--- config.mk ---
export PLATFORM = sky130hd
export DESIGN_NAME = eth_rxethframer
export DESIGN_NICKNAME = d
export VERILOG_FILES = /design/src/rtl/eth_rxethframer.sv
export SDC_FILE = /design/constraint.sdc
export NUM_CORES = 1
export LEC_CHECK = 0
export ABC_AREA = 1
export CORE_MARGIN = 5
export CORE_UTILIZATION = 40
export CTS_CLUSTER_SIZE = 20
export DETAILED_ROUTE_END_ITERATION = 16
export DONT_BUFFER_PORTS = 1
export GPL_TIMING_DRIVEN = 0
export PLACE_DENSITY = 0.54
export SETUP_SLACK_MARGIN = 0.1
export SLEW_MARGIN = 20
export SYNTH_ARGS = -nofsm -noshare
export SYNTH_HDL_FRONTEND = slang
export SYNTH_SLANG_ARGS = --single-unit
--- constraint.sdc ---
create_clock -name MRxClk -period 2.4 [get_ports MRxClk]
set_input_delay 0.6 -clock MRxClk [delete_from_list [all_inputs] [get_ports MRxClk]]
set_output_delay 0.6 -clock MRxClk [all_outputs]
set_load 0.01 [all_outputs]
--- src/rtl/eth_rxethframer.sv ---
// eth_rxethframer: MII receive framer; strips preamble/SFD, assembles bytes, checks FCS and frame length
module eth_rxethframer (
  input  logic        MRxClk,
  input  logic        Reset,
  input  logic        MRxDV,
  input  logic [3:0]  MRxD,
  input  logic        HugEn,
  input  logic [15:0] MinFL,
  input  logic [15:0] MaxFL,
  output logic [7:0]  RxData,
  output logic        RxValid,
  output logic        RxStartFrm,
  output logic        RxEndFrm,
  output logic [15:0] RxByteCnt,
  output logic        CrcError,
  output logic        ShortFrame,
  output logic        LongFrame,
  output logic        DribbleNibble
);
  typedef enum logic [2:0] {IDLE, PREAM, DATA0, DATA1, DROP} state_t;
  state_t state_q, state_d;
  logic [3:0]  low_q, low_d;
  logic [31:0] crc_q, crc_d;
  logic [7:0]  data_q, data_d;
  logic [15:0] cnt_q, cnt_d, cnt_inc;
  logic valid_q, valid_d, start_q, start_d, end_q, end_d;
  logic over_q, over_d, over_now, fin;
  logic crc_err_q, crc_err_d, short_q, short_d, long_q, long_d, drib_q, drib_d;
  function automatic logic [31:0] crc_byte(input logic [31:0] c, input logic [7:0] d);
    logic [31:0] r;
    r = c;
    for (int i = 0; i < 8; i++) r = (r[0] ^ d[i]) ? ((r >> 1) ^ 32'hEDB88320) : (r >> 1);
    return r;
  endfunction
  always_comb begin
    state_d = state_q;
    low_d = low_q;
    crc_d = crc_q;
    data_d = data_q;
    valid_d = 1'b0;
    start_d = 1'b0;
    end_d = 1'b0;
    cnt_d = cnt_q;
    over_d = over_q;
    crc_err_d = crc_err_q;
    short_d = short_q;
    long_d = long_q;
    drib_d = drib_q;
    fin = 1'b0;
    cnt_inc = (&cnt_q) ? cnt_q : cnt_q + 16'd1;
    // once a byte overruns MaxFL, delivery stays off for the rest of the frame
    over_now = over_q | (!HugEn && cnt_inc > MaxFL);
    case (state_q)
      IDLE: if (MRxDV) state_d = (MRxD == 4'h5) ? PREAM : DROP;
      PREAM:
        if (!MRxDV) state_d = IDLE;
        else if (MRxD == 4'hD) begin
          state_d = DATA0;
          crc_d = '1;
          cnt_d = '0;
          over_d = 1'b0;
          crc_err_d = 1'b0;
          short_d = 1'b0;
          long_d = 1'b0;
          drib_d = 1'b0;
        end else if (MRxD != 4'h5) state_d = DROP;
      DROP: if (!MRxDV) state_d = IDLE;
      DATA0:
        if (MRxDV) begin
          low_d = MRxD;
          state_d = DATA1;
        end else begin
          state_d = IDLE;
          fin = 1'b1;
        end
      DATA1:
        if (MRxDV) begin
          state_d = DATA0;
          data_d = {MRxD, low_q};
          valid_d = !over_now;
          start_d = !over_now && cnt_q == 16'd0;
          cnt_d = cnt_inc;
          crc_d = crc_byte(crc_q, {MRxD, low_q});
          over_d = over_now;
        end else begin
          state_d = IDLE;
          fin = 1'b1;
        end
      default: state_d = IDLE;
    endcase
    if (fin && cnt_q != 16'd0) begin
      end_d = 1'b1;
      crc_err_d = crc_q != 32'hDEBB20E3;
      short_d = cnt_q < MinFL;
      long_d = over_q;
      drib_d = state_q == DATA1;
    end
  end
  always_ff @(posedge MRxClk) begin
    if (Reset) begin
      state_q <= IDLE;
      low_q <= '0;
      crc_q <= '1;
      data_q <= '0;
      cnt_q <= '0;
      valid_q <= 1'b0;
      start_q <= 1'b0;
      end_q <= 1'b0;
      over_q <= 1'b0;
      crc_err_q <= 1'b0;
      short_q <= 1'b0;
      long_q <= 1'b0;
      drib_q <= 1'b0;
    end else begin
      state_q <= state_d;
      low_q <= low_d;
      crc_q <= crc_d;
      data_q <= data_d;
      cnt_q <= cnt_d;
      valid_q <= valid_d;
      start_q <= start_d;
      end_q <= end_d;
      over_q <= over_d;
      crc_err_q <= crc_err_d;
      short_q <= short_d;
      long_q <= long_d;
      drib_q <= drib_d;
    end
  end
  assign RxData = data_q;
  assign RxValid = valid_q;
  assign RxStartFrm = start_q;
  assign RxEndFrm = end_q;
  assign RxByteCnt = cnt_q;
  assign CrcError = crc_err_q;
  assign ShortFrame = short_q;
  assign LongFrame = long_q;
  assign DribbleNibble = drib_q;
endmodule

==> run metrics, run 1 <==
Mean Syn Cell Area just under 7 µm²; number of buffers created by CTS 9; final hold violations 0; sum of routed wire length over all layers 16.78 mm; category of the critical setup timing path reg -> reg; Clock transition at path regs about 60 ps; highest ir drop seen on vdd about 350 µV; CORE AREA around 0.013 mm²; first-pass GRT wire length 26.77 mm; clock period minus worst slack 2361 ps; placement-stage cell area about 0.0057 mm²; Slew @ Worst Pin 853.8 ps; P per Cell Area 466.1 mW/mm²; Layout Skew 7.535 ps; Die X-Extent roughly 130 µm; clock sinks 71; dominant register cell in the synthesized netlist sky130_fd_sc_hd__dfxtp_1; Net Sw Frac a little over a quarter; cell types occupying the most area after synthesis sky130_fd_sc_hd__dfxtp_1 26%, sky130_fd_sc_hd__nand2_1 17%, sky130_fd_sc_hd__ha_1 7.5%; clock latency on the worst-skew pair 350 ps; Synth area leader sky130_fd_sc_hd__dfxtp_1; Synth-to-Final Area Change 15.22%; Cells after DPL 988; RSZ-0062 raised after global routing yes; worst rel slew slack 43.08%; number of iterations in the first detailed-routing pass 5; initial antenna violation count 0; total via count in the routed design 5320; post-synthesis cell type count 46; placement-stage worst setup slack -196.0 ps; Post-CTS Hold Fix Bufs 0; total track usage a little over a fifth; average vias per placed instance 5.247; DR iter-0 viols 400; CTS tree yes; total number of yosys warnings 0; synthesized flop and latch total 71; effective utilization at floorplan about two fifths; Max Freq around 0.42 GHz; Crit path arrival time 2600 ps; Root Driver sky130_fd_sc_hd__clkbuf_16; Critical Path Sink RxStartFrm; Net Switching 783.2 µW; CP startpoint RxByteCnt[0]; final setup violation count 0; diodes inserted 0; Crit Path Max Fanout 7; largest net degree at the start of global routing 14; Tcrit/Tclk final just under 100%; status finished clean; share of final-layout standard cells stronger than drive strength 1 between 10% and 20%; worst reg2reg path depth 14; number of fill cells 1368; deepest clock path buffer count 2; I/O Pins 71; maxcap violations 0; post-synthesis sequential area ratio 25.96%; weighted congestion at the end of routability-driven global placement 0.8836; portion of total power attributed to sequential cells 40.8%; top cell type's share of synthesized area between 20% and 30%; vias in the first global route slightly above 5k; Finished Cell Area ~0.0063 mm²; number of cells produced by synthesis 812; overall die area ~0.016 mm²; die height ~130 µm; count of port buffers added during placement 0; worst flop-to-flop path startpoint RxByteCnt[0]; non-filler instance count after layout 1014; FF-to-FF End RxStartFrm; internal power 2157 µW; fin. max-slew vios 0; net count after synthesis 885; Post-synth EDFFs 0; top library cells by usage in the layout, fill and taps aside 238 x sky130_fd_sc_hd__nand2_1, 92 x sky130_fd_sc_hd__inv_1, 58 x sky130_fd_sc_hd__a21oi_1; post-DR wirelength/cell about 17 µm; part of the power in combinational logic between 10% and 20%; Residual DRC 0; number of antenna-violating nets in the routed design 0; Post-Syn Area 0.005475 mm²; static leakage between 0.002 and 0.003 µW; most common cell after layout, fill and taps aside sky130_fd_sc_hd__nand2_1; type of element capturing the critical path flip-flop; post-synthesis async set-or-reset flop share 0%; post-route core utilization 47.26%; total number of H-tree levels 3; final hold slack 416.6 ps; Final WS setup 39.09 ps; worst reg-to-reg setup slack 40 ps; startpoint kind of the worst setup timing path flip-flop; total gr overflow 0; required time worst endpoint 2640 ps; clock network fraction of total power 48.9%; worst min path class in -> reg; Cell Rows 42; final-stage net count ~900; HPWL after detailed placement 12.85 mm
==> area by class of cell <==
cell class	count	area [µm²]	area share (%)
plain buffers	22	181.4	2.876
clock buffers	11	254.0	4.026
clock inverters	5	62.56	0.9917
inverters	106	410.4	6.505
multi-input cells	613	3621	57.40
flip-flops and latches	71	1456	23.09
well taps	176	220.2	3.491
repair buffers	10	102.6	1.626
==> worst max-delay path: stages (launching register included) <==
cell,delay (ps)
sky130_fd_sc_hd__dfxtp_4,390
sky130_fd_sc_hd__ha_4,180
sky130_fd_sc_hd__buf_4,130
sky130_fd_sc_hd__buf_4,130
sky130_fd_sc_hd__nand3_1,110
sky130_fd_sc_hd__xor2_1,240
sky130_fd_sc_hd__nand2_4,80
sky130_fd_sc_hd__ha_1,290
sky130_fd_sc_hd__nand2_2,70
sky130_fd_sc_hd__nor4_1,270
sky130_fd_sc_hd__nand2_1,80
sky130_fd_sc_hd__nand2_1,80
sky130_fd_sc_hd__nand2_2,80
sky130_fd_sc_hd__nand3_2,80
sky130_fd_sc_hd__nor2_1,40
==> synth_stat cells (all sizes together), types with 3 or more instances <==
| master | instances |
|---|---|
| nor3 | 13 |
| o22ai | 7 |
| nor2 | 43 |
| nor4 | 4 |
| ha | 33 |
| a21oi | 71 |
| o21ai | 44 |
| nand3b | 4 |
| buf | 18 |
| nand4 | 11 |
| clkbuf | 4 |
| nand2 | 276 |
| inv | 106 |
| xnor2 | 13 |
| o211ai | 8 |
| dfxtp | 71 |
| a31oi | 3 |
| xor2 | 25 |
| nand3 | 52 |
==> power groups by stage <==
stage	clock (µW)	combinational [µW]	sequential (µW)
final	1440	304	1200
after floorplan	0	228	1230
after global routing	1530	343	1200
after CTS	1460	302	1200
after detailed placement	0	294	1230
after global placement	0	284	1230
==> cell families (layout without fill, tap and decap cells) <==
kind of cell	after synthesis	in the layout	share of synthesized area [%]
AO/OA/AOI/OAI	138	138	14.60
adder cells (fa/ha/maj)	33	33	7.541
buffers and inverters	128	154	10.72
XOR/XNOR	38	38	6.627
flip-flops	71	71	25.96
AND/OR/NAND/NOR	404	404	34.55
==> registers in the layout, indices dropped and copies added (netlist names) <==
signal and cells:
CrcError 1, DribbleNibble 1, LongFrame 1, RxByteCnt 16
RxData 8, RxEndFrm 1, RxStartFrm 1, RxValid 1
ShortFrame 1, crc_q 32, low_q 4, over_q 1
state_q 3
==> stage by stage <==
step | TNS (ps) | total power (µW)
after CTS | 0 | 2959
after global routing | -346.4 | 3070
after global placement | -576.7 | 1514
final | 0 | 2940
after detailed placement | -535.7 | 1525
after floorplan | 0 | 1456
==> layer usage <==
layer	up-vias	track usage (%)	wire [µm]
met1	2439	27.05	7471
met4	0	7.760	425
li1	2687	-	-
met5	-	0	0
met2	166	34.18	7776
met3	28	4.591	1109
==> worst min path at each step <==
stage | from | end | slack [ps] | cells after the start
after floorplan | crc_q[29] | crc_q[29] | 440 | 2
after global placement | crc_q[29] | crc_q[29] | 460 | 2
after detailed placement | crc_q[29] | crc_q[29] | 470 | 2
after CTS | MRxD[0] | low_q[0] | 410 | 2
after global routing | MRxD[0] | low_q[0] | 420 | 2
final | MRxD[0] | low_q[0] | 420 | 2
==> what timing repair did <==
action                                  4_1_cts  5_1_grt
pin swaps                                    22        6
endpoints found under the setup margin        3        3
gates cloned                                  1        0
resized for setup                            54        1
endpoints found under the hold margin         0        0
buffers inserted                              7        2
Power figures use the tool's default switching activity.
==> run 2, diff against run 1 <==
--- a/config.mk
+++ b/config.mk
@@ -6,6 +6,7 @@
 export NUM_CORES = 1
 export LEC_CHECK = 0
 export ABC_AREA = 1
+export CORE_ASPECT_RATIO = 0.7
 export CORE_MARGIN = 5
 export CORE_UTILIZATION = 40
 export CTS_CLUSTER_SIZE = 20
==> run 2 against run 1 <==
Combinational power grew 8.6%. Critical endpoint unchanged. The run now ends with setup timing left. Clock-buffer cell count shrank 1. Largest power group unchanged. Clock skew shrank 1.6 ps. Highest routed layer unchanged.
==> run metrics, run 2 (same netlist as run 1, synthesis figures left out) <==
overall die area roughly 0.016 mm²; final hold slack 439.0 ps; clock period minus worst slack 2471 ps; type of element capturing the critical path flip-flop; top library cells by usage in the layout, fill and taps aside 231 x sky130_fd_sc_hd__nand2_1, 92 x sky130_fd_sc_hd__inv_1, 56 x sky130_fd_sc_hd__a21oi_1; violations in the final reports setup timing; worst reg-to-reg setup slack -70 ps; Net Sw Frac approximately a quarter; total gr overflow 0; average vias per placed instance about 5.3; Crit Path Max Fanout 7; effective utilization at floorplan 41.26%; CTS tree yes; CORE AREA 0.01327 mm²; DR iter-0 viols 484; number of flip-flops in the largest register 32; worst min path class in -> reg; number of antenna-violating nets in the routed design 0; WP buf/inv 3; total negative slack for setup checks -168.7 ps; highest ir drop seen on vdd 386.8 µV; Slew @ Worst Pin between 700 and 800 ps; I/O Pins 71; clock network fraction of total power 51.4%; Critical Path Sink RxStartFrm; Tcrit/Tclk final 103.0%; post-DR wirelength/cell ~17 µm; Die X-Extent 149.8 µm; Clock transition at path regs 60 ps; startpoint kind of the worst setup timing path flip-flop; share of final-layout standard cells stronger than drive strength 1 23.55%; deepest clock path buffer count 2; maxcap violations 0; largest net degree at the start of global routing 14; maximum cell stage delay along the critical path between 400 and 500 ps; part of the power in combinational logic about a tenth; vias in the first global route about 5.2k; Top reg by flops crc_q; total track usage a little under a quarter; CP delay by family, top simple AND/OR/NAND/NOR gates; RSZ-0062 raised after global routing yes; Worst path slowest cell sky130_fd_sc_hd__dfxtp_4; Most common cell on crit path sky130_fd_sc_hd__nand2_4; P per Cell Area 472.1 mW/mm²; Cells after DPL 997; status finished with violations; Final WS setup -71.12 ps; Synth-to-Final Area Change 21.53%; Hold Crit Depth 2; worst hold start MRxD[0]; Max Freq approximately 0.40 GHz; weighted congestion at the end of routability-driven global placement 0.9316; number of iterations in the first detailed-routing pass 5; CP startpoint RxByteCnt[0]; total via count in the routed design 5465; non-filler instance count after layout a little over 1k; most common cell after layout, fill and taps aside sky130_fd_sc_hd__nand2_1; count of port buffers added during placement 0; category of the critical setup timing path reg -> reg; worst rel slew slack 47.47%; placement-stage cell area 0.005714 mm²; worst flop-to-flop path startpoint RxByteCnt[0]; HPWL after detailed placement 13.48 mm; internal power 2339 µW; Cell Chain, Critical Path ha_4 > nand2_4 > nor2_4 > nand2_2 > nor2_4 > inv_4 > buf_12 > buf_6 > nand2_4 > ha_4 > nand2_4 > nor4_2 > nand2_1 > nand2_1 > nand2_2 > nand3_2 > nor2_1; Cell Rows 35; Net Switching 802.3 µW; Residual DRC 0; first-pass GRT wire length 28.30 mm; portion of total power attributed to sequential cells 38.1%; final setup violation count 3; required time worst endpoint 2630 ps; initial antenna violation count 0; die height 107.9 µm; number of fill cells 1330; fin. max-slew vios 0; post-route core utilization 50.15%; Finished Cell Area around 0.0067 mm²; Worst path depth 17; FF-to-FF End RxStartFrm; diodes inserted 0; Root Driver sky130_fd_sc_hd__clkbuf_16; final hold violations 0; static leakage 0.002971 µW; final-stage net count 913; Layout Skew 5.891 ps; clock sinks 71; total number of H-tree levels 3; Crit path arrival time 2700 ps; clock latency on the worst-skew pair 340 ps; number of buffers created by CTS 9; worst reg2reg path depth 17; sum of routed wire length over all layers 17.97 mm
-- run 2: timing repair --
action	CTS	global route
gates cloned	1	0
setup endpoints to repair	3	3
hold buffers	0	0
pin swaps	22	27
hold endpoints to repair	0	0
gates resized for setup	69	29
buffers inserted	14	2
-- run 2: metrics by stage --
| stage | power (µW) | setup WS (ps) |
|---|---|---|
| finish | 3142 | -71.12 |
| global placement | 1517 | -317.0 |
| floorplan | 1456 | 124.1 |
| detailed placement | 1527 | -331.9 |
| global route | 3245 | -174.7 |
| CTS | 3151 | 5.943 |
-- run 2: layer usage --
| metal | wire (µm) | global-route usage (%) | vias up |
|---|---|---|---|
| li1 | - | - | 2693 |
| met4 | 172 | 5.744 | 0 |
| met5 | 0 | 0 | - |
| met3 | 1494 | 6.061 | 13 |
| met1 | 8898 | 33.02 | 2556 |
| met2 | 7399 | 32.99 | 203 |
-- run 2: how the worst min path moves through the flow --
stage	endpoint	slack [ps]
floorplan	crc_q[29]	440
global placement	crc_q[29]	460
detailed placement	crc_q[29]	470
CTS	RxData[4]	430
global route	RxData[4]	430
finish	low_q[0]	440
-- run 2: cell type report --
cell class	instances	area, µm²	share of cell area, %
multi-input combinational	613	3854	57.92
clock inverter	6	116.4	1.749
inverter	106	407.9	6.130
tap	185	231.5	3.479
timing repair buffer	17	162.7	2.445
sequential	71	1461	21.96
clock buffer	10	239.0	3.592
buffer	22	181.4	2.727
-- run 2: power groups by stage --
| stage | Sequential [µW] | Combinational (µW) | Clock, µW |
|---|---|---|---|
| after global routing | 1200 | 365 | 1680 |
| after detailed placement | 1230 | 295 | 0 |
| after global placement | 1230 | 286 | 0 |
| after CTS | 1200 | 312 | 1640 |
| after floorplan | 1230 | 228 | 0 |
| final | 1200 | 330 | 1610 |
